==> src/rtl/round_scorer_pkg.sv <==
// Shared definitions for the round scorer and the downstream score tracker / display blocks.
package round_scorer_pkg;

  localparam int SCORE_W           = 7;
  localparam int PID_W             = 3;
  localparam int SCORE_MAX_DEFAULT = 99;

  typedef enum logic [1:0] {
    ST_IDLE    = 2'd0,
    ST_PLAY    = 2'd1,
    ST_REPORT  = 2'd2,
    ST_HOLDOFF = 2'd3
  } state_t;

endpackage

==> src/rtl/round_scorer_score_sat_acc.sv <==
// Clamped score accumulator: adds HIT_PTS per hit, subtracts MISS_PTS per miss, saturates to [0, SCORE_MAX].
module score_sat_acc
  import round_scorer_pkg::*;
#(
  parameter int HIT_PTS   = 3,
  parameter int MISS_PTS  = 1,
  parameter int SCORE_MAX = SCORE_MAX_DEFAULT
) (
  input  logic               clk,
  input  logic               rst,
  input  logic               clear,
  input  logic               enable,
  input  logic               hit,
  input  logic               miss,
  output logic [SCORE_W-1:0] score
);

  logic signed [8:0]   delta;
  logic signed [8:0]   sum;
  logic [SCORE_W-1:0]  next_score;

  // NOTE: every signal assigned here gets a default first so no path leaves it unassigned (no latch).
  always_comb begin
    delta = 9'sd0;
    if (hit)  delta = delta + 9'(HIT_PTS);
    if (miss) delta = delta - 9'(MISS_PTS);
    sum = $signed({2'b00, score}) + delta;
    if (sum < 9'sd0)
      next_score = '0;
    else if (sum > 9'(SCORE_MAX))
      next_score = SCORE_W'(SCORE_MAX);
    else
      next_score = sum[SCORE_W-1:0];
  end

  // NOTE: sequential state uses non-blocking assignments so all registers update together at the edge.
  always_ff @(posedge clk or negedge rst) begin
    if (!rst)        score <= '0;
    else if (clear)  score <= '0;
    else if (enable) score <= next_score;
  end

endmodule

==> src/rtl/round_scorer.sv <==
// Timed game round per player: accumulates a clamped score, emits one score request, then holds off.
module round_scorer
  import round_scorer_pkg::*;
#(
  parameter int ROUND_TICKS = 30,
  parameter int HIT_PTS     = 3,
  parameter int MISS_PTS    = 1,
  parameter int SCORE_MAX   = SCORE_MAX_DEFAULT,
  parameter int GAP_CYCLES  = 16
) (
  input  logic               clk,
  input  logic               rst,
  input  logic               start,
  input  logic [PID_W-1:0]   player_id_in,
  input  logic               guest_in,
  input  logic               tick,
  input  logic               hit,
  input  logic               miss,
  output logic               score_req,
  output logic [PID_W-1:0]   PlayerID,
  output logic               isGuest,
  output logic [SCORE_W-1:0] score,
  output logic [7:0]         time_left,
  output logic               round_active,
  output logic               busy
);

  localparam int HOLD_W = $clog2(GAP_CYCLES);

  state_t              state;
  state_t              next_state;
  logic [HOLD_W-1:0]   hold_cnt;
  logic                accept;
  logic                round_end;

  assign accept    = (state == ST_IDLE) && start;
  assign round_end = (state == ST_PLAY) && tick && (time_left == 8'd1);

  always_ff @(posedge clk or negedge rst) begin
    if (!rst) state <= ST_IDLE;
    else      state <= next_state;
  end

  always_comb begin
    next_state = state;
    case (state)
      ST_IDLE:    if (accept) next_state = ST_PLAY;
      ST_PLAY:    if (round_end) next_state = ST_REPORT;
      ST_REPORT:  next_state = ST_HOLDOFF;
      ST_HOLDOFF: if (hold_cnt == '0) next_state = ST_IDLE;
      default:    next_state = ST_IDLE;
    endcase
  end

  always_comb begin
    score_req    = (state == ST_REPORT);
    round_active = (state == ST_PLAY);
    busy         = (state != ST_IDLE);
  end

  // Round context and timers; all hold their values outside the states that touch them.
  always_ff @(posedge clk or negedge rst) begin
    if (!rst) begin
      PlayerID  <= '0;
      isGuest   <= 1'b0;
      time_left <= '0;
      hold_cnt  <= '0;
    end else begin
      if (accept) begin
        PlayerID  <= player_id_in;
        isGuest   <= guest_in;
        time_left <= 8'(ROUND_TICKS);
      end else if (state == ST_PLAY && tick) begin
        time_left <= time_left - 8'd1;
      end
      if (state == ST_REPORT)
        hold_cnt <= HOLD_W'(GAP_CYCLES - 1);
      else if (state == ST_HOLDOFF && hold_cnt != '0)
        hold_cnt <= hold_cnt - 1'b1;
    end
  end

  score_sat_acc #(
    .HIT_PTS   (HIT_PTS),
    .MISS_PTS  (MISS_PTS),
    .SCORE_MAX (SCORE_MAX)
  ) u_acc (
    .clk    (clk),
    .rst    (rst),
    .clear  (accept),
    .enable (state == ST_PLAY),
    .hit    (hit),
    .miss   (miss),
    .score  (score)
  );

endmodule

==> config.mk <==
export PLATFORM = sky130hd
export DESIGN_NAME = round_scorer
export DESIGN_NICKNAME = d
export VERILOG_FILES = /design/src/rtl/round_scorer_pkg.sv /design/src/rtl/round_scorer_score_sat_acc.sv /design/src/rtl/round_scorer.sv
export SDC_FILE = /design/constraint.sdc
export NUM_CORES = 1
export LEC_CHECK = 0
export ABC_AREA = 1
export CAP_MARGIN = 25
export CORE_MARGIN = 1
export CORE_UTILIZATION = 25
export DETAILED_ROUTE_END_ITERATION = 16
export HOLD_SLACK_MARGIN = 0.05
export PLACE_DENSITY = 0.48
export SLEW_MARGIN = 25
export SYNTH_ARGS = -nofsm -noshare
export SYNTH_HDL_FRONTEND = slang
export SYNTH_HIERARCHICAL = 1
export SYNTH_SLANG_ARGS = --single-unit
==> constraint.sdc <==
create_clock -name clk -period 1.52 [get_ports clk]
set_input_delay 0.304 -clock clk [delete_from_list [all_inputs] [get_ports clk]]
set_output_delay 0.304 -clock clk [all_outputs]
set_load 0.03 [all_outputs]
**After elaboration in Yosys (flattened, before gate mapping)**

Index checks and enable logic that the tools add are counted.

- $lt $le $gt $ge: 2
- Reductions and logical operators: 12
- $mul: 0
- Shift operators: 0
- Multiplexer cells: 14
- Bitwise operators: 0
- Equality and inequality tests: 7
- Divide/modulo/power cells: 0
- Add/subtract/negate cells: 4

Operators with widths:

| operator | count |
|---|---|
| 7-bit two-way mux | 4 |
| 8-bit two-way mux | 2 |
| 8-bit by 9-bit adder with 9-bit output | 1 |
| 9-bit by 8-bit > comparator with 1-bit output (second input constant) | 1 |
| 9-bit by 1-bit < comparator with 1-bit output (second input constant) | 1 |
| 9-bit two-way mux | 1 |
| 8-bit by 1-bit equality test with 1-bit output (second input constant) | 1 |
| 2-bit two-way mux | 4 |
| 4-bit two-way mux | 2 |
| 2-bit case mux with 4 select lines | 1 |
| 2-bit nonzero test | 4 |
| 8-bit by 1-bit subtractor with 8-bit output (second input constant) | 1 |
| 2-bit equality test (second input constant) | 2 |
| 1-bit logical AND | 4 |
| 4-bit logical NOT | 1 |
| 2-bit != test (second input constant) | 2 |
| 4-bit nonzero test | 1 |
| 4-bit by 1-bit subtractor with 4-bit output (second input constant) | 1 |
| 3-bit AND reduction | 1 |
| 2-bit by 1-bit subtractor with 3-bit output (second input constant) | 1 |
| 2-bit by 1-bit equality test with 1-bit output (second input constant) | 1 |
| 2-bit logical NOT | 1 |
| 2-bit by 1-bit != test with 1-bit output (second input constant) | 1 |

- Bits in writable memories: 0
- Logic and storage cells: 45
- Register bits: 25
- Memories: 0
- Output and inout bits: 22
- Bits of input ports: 10
- Bits in read-only memories: 0
- Bits in latches: 0

**Logic depth before layout (Yosys ltp)**

- Depth in word-level cells: 9
- Depth in mapped cells: 16

**Hierarchy**

Netlist, hierarchy kept.

Modules (own cells, without submodules):

| module | times used | cells each | area each (um^2) | seq. area each (um^2) |
|---|---|---|---|---|
| round_scorer | 1 | 125 | 994.7 | 450.4 |
| score_sat_acc | 1 | 151 | 884.6 | 175.2 |

**Worst setup path after synthesis**

OpenSTA, ideal clock, no wires.

- Path kind: input to register
- From: in hit
- To: reg u_acc.score[1]
- Stages: 14
- Path buffers: 0
- Data arrival time: 1855 ps
- Data required time: 1403 ps
- Slack: -452 ps
- Setup time: 117 ps
- Cell sequence: inv_1 ha_1 ha_1 inv_1 fa_1 inv_1 xor2_1 inv_1 nor2_1 nand2_1 nand3_2 nand3_1 nand2_1 nand2_1

- Longest elaborated chain between the ends: 9
- Elaborated cells between the ends (all ways): 10

Ends and longest elaborated chain:

| item | line | source |
|---|---|---|
| start, declared | round_scorer.sv:17 | `input logic hit,` |
| 2-bit two-way mux (*) | round_scorer_score_sat_acc.sv:25 | `if (hit) delta = delta + 9'(HIT_PTS);` |
| 2-bit by 1-bit subtractor with 3-bit output | round_scorer_score_sat_acc.sv:26 | `if (miss) delta = delta - 9'(MISS_PTS);` |
| 9-bit two-way mux (*) | round_scorer_score_sat_acc.sv:26 |  |
| 8-bit by 9-bit adder with 9-bit output (*) | round_scorer_score_sat_acc.sv:27 | `sum = $signed({2'b00, score}) + delta;` |
| 9-bit by 8-bit > comparator with 1-bit output | round_scorer_score_sat_acc.sv:30 | `else if (sum > 9'(SCORE_MAX))` |
| 7-bit two-way mux | round_scorer_score_sat_acc.sv:30 |  |
| 7-bit two-way mux (*) | round_scorer_score_sat_acc.sv:28 | `if (sum < 9'sd0)` |
| 7-bit two-way mux (*) | round_scorer_score_sat_acc.sv:40 | `else if (enable) score <= next_score;` |
| 7-bit two-way mux (*) | round_scorer_score_sat_acc.sv:39 | `else if (clear) score <= '0;` |
| end signal, assigned | round_scorer_score_sat_acc.sv:40 |  |
| end, declared | round_scorer_score_sat_acc.sv:15 | `output logic [SCORE_W-1:0] score` |

Every way passes the cells marked *; elsewhere a longest branch is shown, timed or not. The select of a mux whose other input is x is not followed.
A chain may end at the register's enable or synchronous reset.

**Final worst setup path**

- From: in hit
- To: reg u_acc.score[2]

Same word-level chain as after synthesis.

==> key figures <==
Drt
  • Routed vias: 1888
  • # DRC: 0
  • Drt first pass iters: 4
  • Starting DRT DRC Count: 44
  • Vias/cell: 4.17
  • Routed WL: 4.61 mm
  • Routed len/inst: 10.2 um
  • Antenna-violating nets left: 0

Yosys
  • Mapped Area: 0.00188 mm2
  • Yosys reg bits: 25
  • Register area share after synthesis: 33.3%
  • Yosys warning total: 6
  • Net Count, Synth: 300
  • Share of the synthesized area in the top cell type: 33.3%
  • Cell taking the most area after synthesis: dfrtp_1
  • Top post-synthesis cells by area: dfrtp_1 33%, nand2_1 20%, ha_1 8.7%
  • Netlist cell types: 28
  • Cells after synthesis: 276
  • Average size of a mapped cell: 6.81 um2

Global route
  • Largest net degree at the start of global routing: 26
  • Antenna violations before repair: 0
  • Remaining Overflow, GRT: 0
  • Vias in the first global route: 1751
  • Total GRT Usage: 12.3%
  • First-pass GRT wire length: 7.62 mm

Cells and area
  • P&R area growth vs syn: 49.3%
  • Number of fill cells in the layout: 787
  • Layout cell share with drive strength beyond 1: 32.5%
  • Ant. Diodes: 0
  • Fin nets: 379

Setup path
  • Worst path bufs/invs: 4
  • Reg2Reg Launch Point: u_acc/score[0]
  • Worst setup endpoint: u_acc/score[2]
  • Crit path launch type: input pin
  • Critical Path Start: hit
  • Crit path DAT: 1.98 ns
  • Register-to-Register Path Depth: 12
  • Required @ worst endpoint: 1.73 ns
  • Number of cells on the critical path: 15
  • Crit-path cells: buf_8 -> inv_12 -> ha_4 -> ha_4 -> inv_2 -> fa_2 -> inv_2 -> nand3_2 -> nand2_2 -> nand2_2 -> nand3_2 -> nand2_4 -> nor2_8 -> nand4_1 -> nand2_1
  • Crit Path Category: input pin to flop
  • Maximum fanout along the worst path: 7
  • Setup crit end kind: flop
  • Worst R2R Setup Slack: -0.22 ns
  • CP max stage cell: fa_2
  • Max incr delay on CP: 0.33 ns
  • RR Endpoint: u_acc/score[2]
  • CP delay by family, top: adder cells

CTS
  • Root buffer cell: clkbuf_8
  • CTS buffer count: 3
  • Hold-fix buffers, CTS: 0
  • Clk Latency, worst-skew pair: 0.27 ns
  • CTS tree: yes
  • Max H-tree Level: 1
  • Clock-pin slew on the worst setup and hold paths: 0.09 ns
  • CTS Buffer Depth: 2
  • Total clock sinks: 25

Outcome
  • Failing checks: negative setup slack
  • Outcome: finished with violations

STA
  • Worst-margin pin slew: 0.349 ns
  • Period utilization: 116%
  • Post-layout min period: 1.77 ns
  • Fin. Hold Viols: 0
  • Final Skew: 0.00523 ns
  • Slew Viols, Final: 0
  • Final setup fails: 8
  • Setup ws final: -0.250 ns
  • Slew margin rel.: 76.8%
  • RSZ-0062 raised after global routing: true
  • FMAX: 565 MHz

Flow run
  • Max-cap viol count: 0

Floorplanning
  • Initial Utilization: 25.9%
  • Die X: 88.7 um
  • Chip height: 88.7 um
  • Number of I/O pins: 32
  • Core area: 0.00725 mm2
  • Die area: 0.00787 mm2
  • Site Rows: 31

Pwr
  • Pwr dens: 1650 mW/mm2
  • Max VDD drop: 0.000968 V
  • Tot Pwr: 4.62 mW
  • LEAKAGE: 1.49 nW

Worst hold path
  • Hold Path Class: input pin to asynchronous set/reset pin

Place
  • Post-DP HPWL: 3.55 mm
  • Setup slack after placement: -1.10 ns
  • I/O Buffers: 31
  • Routability Congestion: 0.785
-- per-stage QoR --
step | instance area [um2] | hold slack [ns] | TNS (ns) | util [%] | std cells
final | 2810 | 0.395 | -1.62 | 38.7 | 453
after global routing | 2810 | 0.446 | -2.65 | 38.7 | 453
after CTS | 2730 | 0.409 | -1.42 | 37.6 | 448
after detailed placement | 2590 | 0.471 | -7.62 | 35.7 | 438
after global placement | 2590 | 0.469 | -7.39 | 35.7 | 438
after floorplan | 1930 | 0.00841 | -2.15 | - | 276
-- cell families after synthesis --
group	count (synthesis)	synth area share, %
fa+ha+maj	14	9.72
xor+xnor	2	0.932
compound gates	19	5.73
buf+inv	45	9.65
simple gates	171	40.7
flops	25	33.3
-- cells in the final DEF, fill, tap and decap left out, types with 11 or more instances in the layout --
| master | synthesis | final |
|---|---|---|
| dlygate4sd2_1 | 0 | 16 |
| nand3_1 | 20 | 16 |
| inv_1 | 33 | 27 |
| nand2_1 | 102 | 94 |
| dfrtp_1 | 25 | 24 |
| inv_2 | 8 | 11 |
| nor2_1 | 23 | 22 |
| nand2_2 | 7 | 15 |
| buf_4 | 1 | 45 |
-- cells in the mapped netlist (all sizes together) --
master and n:
nand4 5, o211ai 2, buf 3, nor2 27, clkinv 1, xor2 2
nand3b 1, dfrtp 25, or2 2, inv 41, a21oi 4, fa 1
nand3 23, o21ai 13, nand2 110, nor3 3, ha 13
-- worst min path at each step --
stage / depth (start not counted) / endpoint / startpoint
floorplan: 0 / PlayerID[0] / rst
global placement: 2 / PlayerID[2] / PlayerID[2]
detailed placement: 2 / PlayerID[0] / PlayerID[0]
CTS: 2 / time_left[7] / rst
global route: 2 / time_left[7] / rst
finish: 2 / time_left[7] / rst
-- layout make-up --
type                       count  area, um2  area share, %
multi-input combinational    206       1190           42.6
timing repair buffer          77        641           22.8
sequential                    25        627           22.3
inverter                      42        175           6.24
tap                           99        124           4.41
clock buffer                   4       45.0           1.60
-- routing by layer --
| layer | vias to the layer above | wire (um) | global-route usage (%) |
|---|---|---|---|
| li1 | 1015 | - | - |
| met1 | 846 | 2230 | 16.3 |
| met2 | 25 | 2260 | 21.6 |
| met3 | 2 | 96 | 1.12 |
| met4 | 0 | 20 | 3.08 |
| met5 | - | 0 | 0 |
-- state kept, by name, indices dropped and copies added, names as in the netlist --
| name | flops |
|---|---|
| isGuest | 1 |
| state | 2 |
| PlayerID | 3 |
| time_left | 8 |
| hold_cnt | 4 |
| u_acc/score | 7 |
-- timing repair --
action,4_1_cts,5_1_grt
endpoints found under the setup margin,27,14
buffers inserted,6,6
pin swaps,12,10
resized for setup,46,23
-- report_power, final --
part / internal, mW / switching (mW)
logic: 1.37 / 1.75
registers: 0.907 / 0.194
clock network: 0.188 / 0.212
Power figures use the tool's default switching activity.
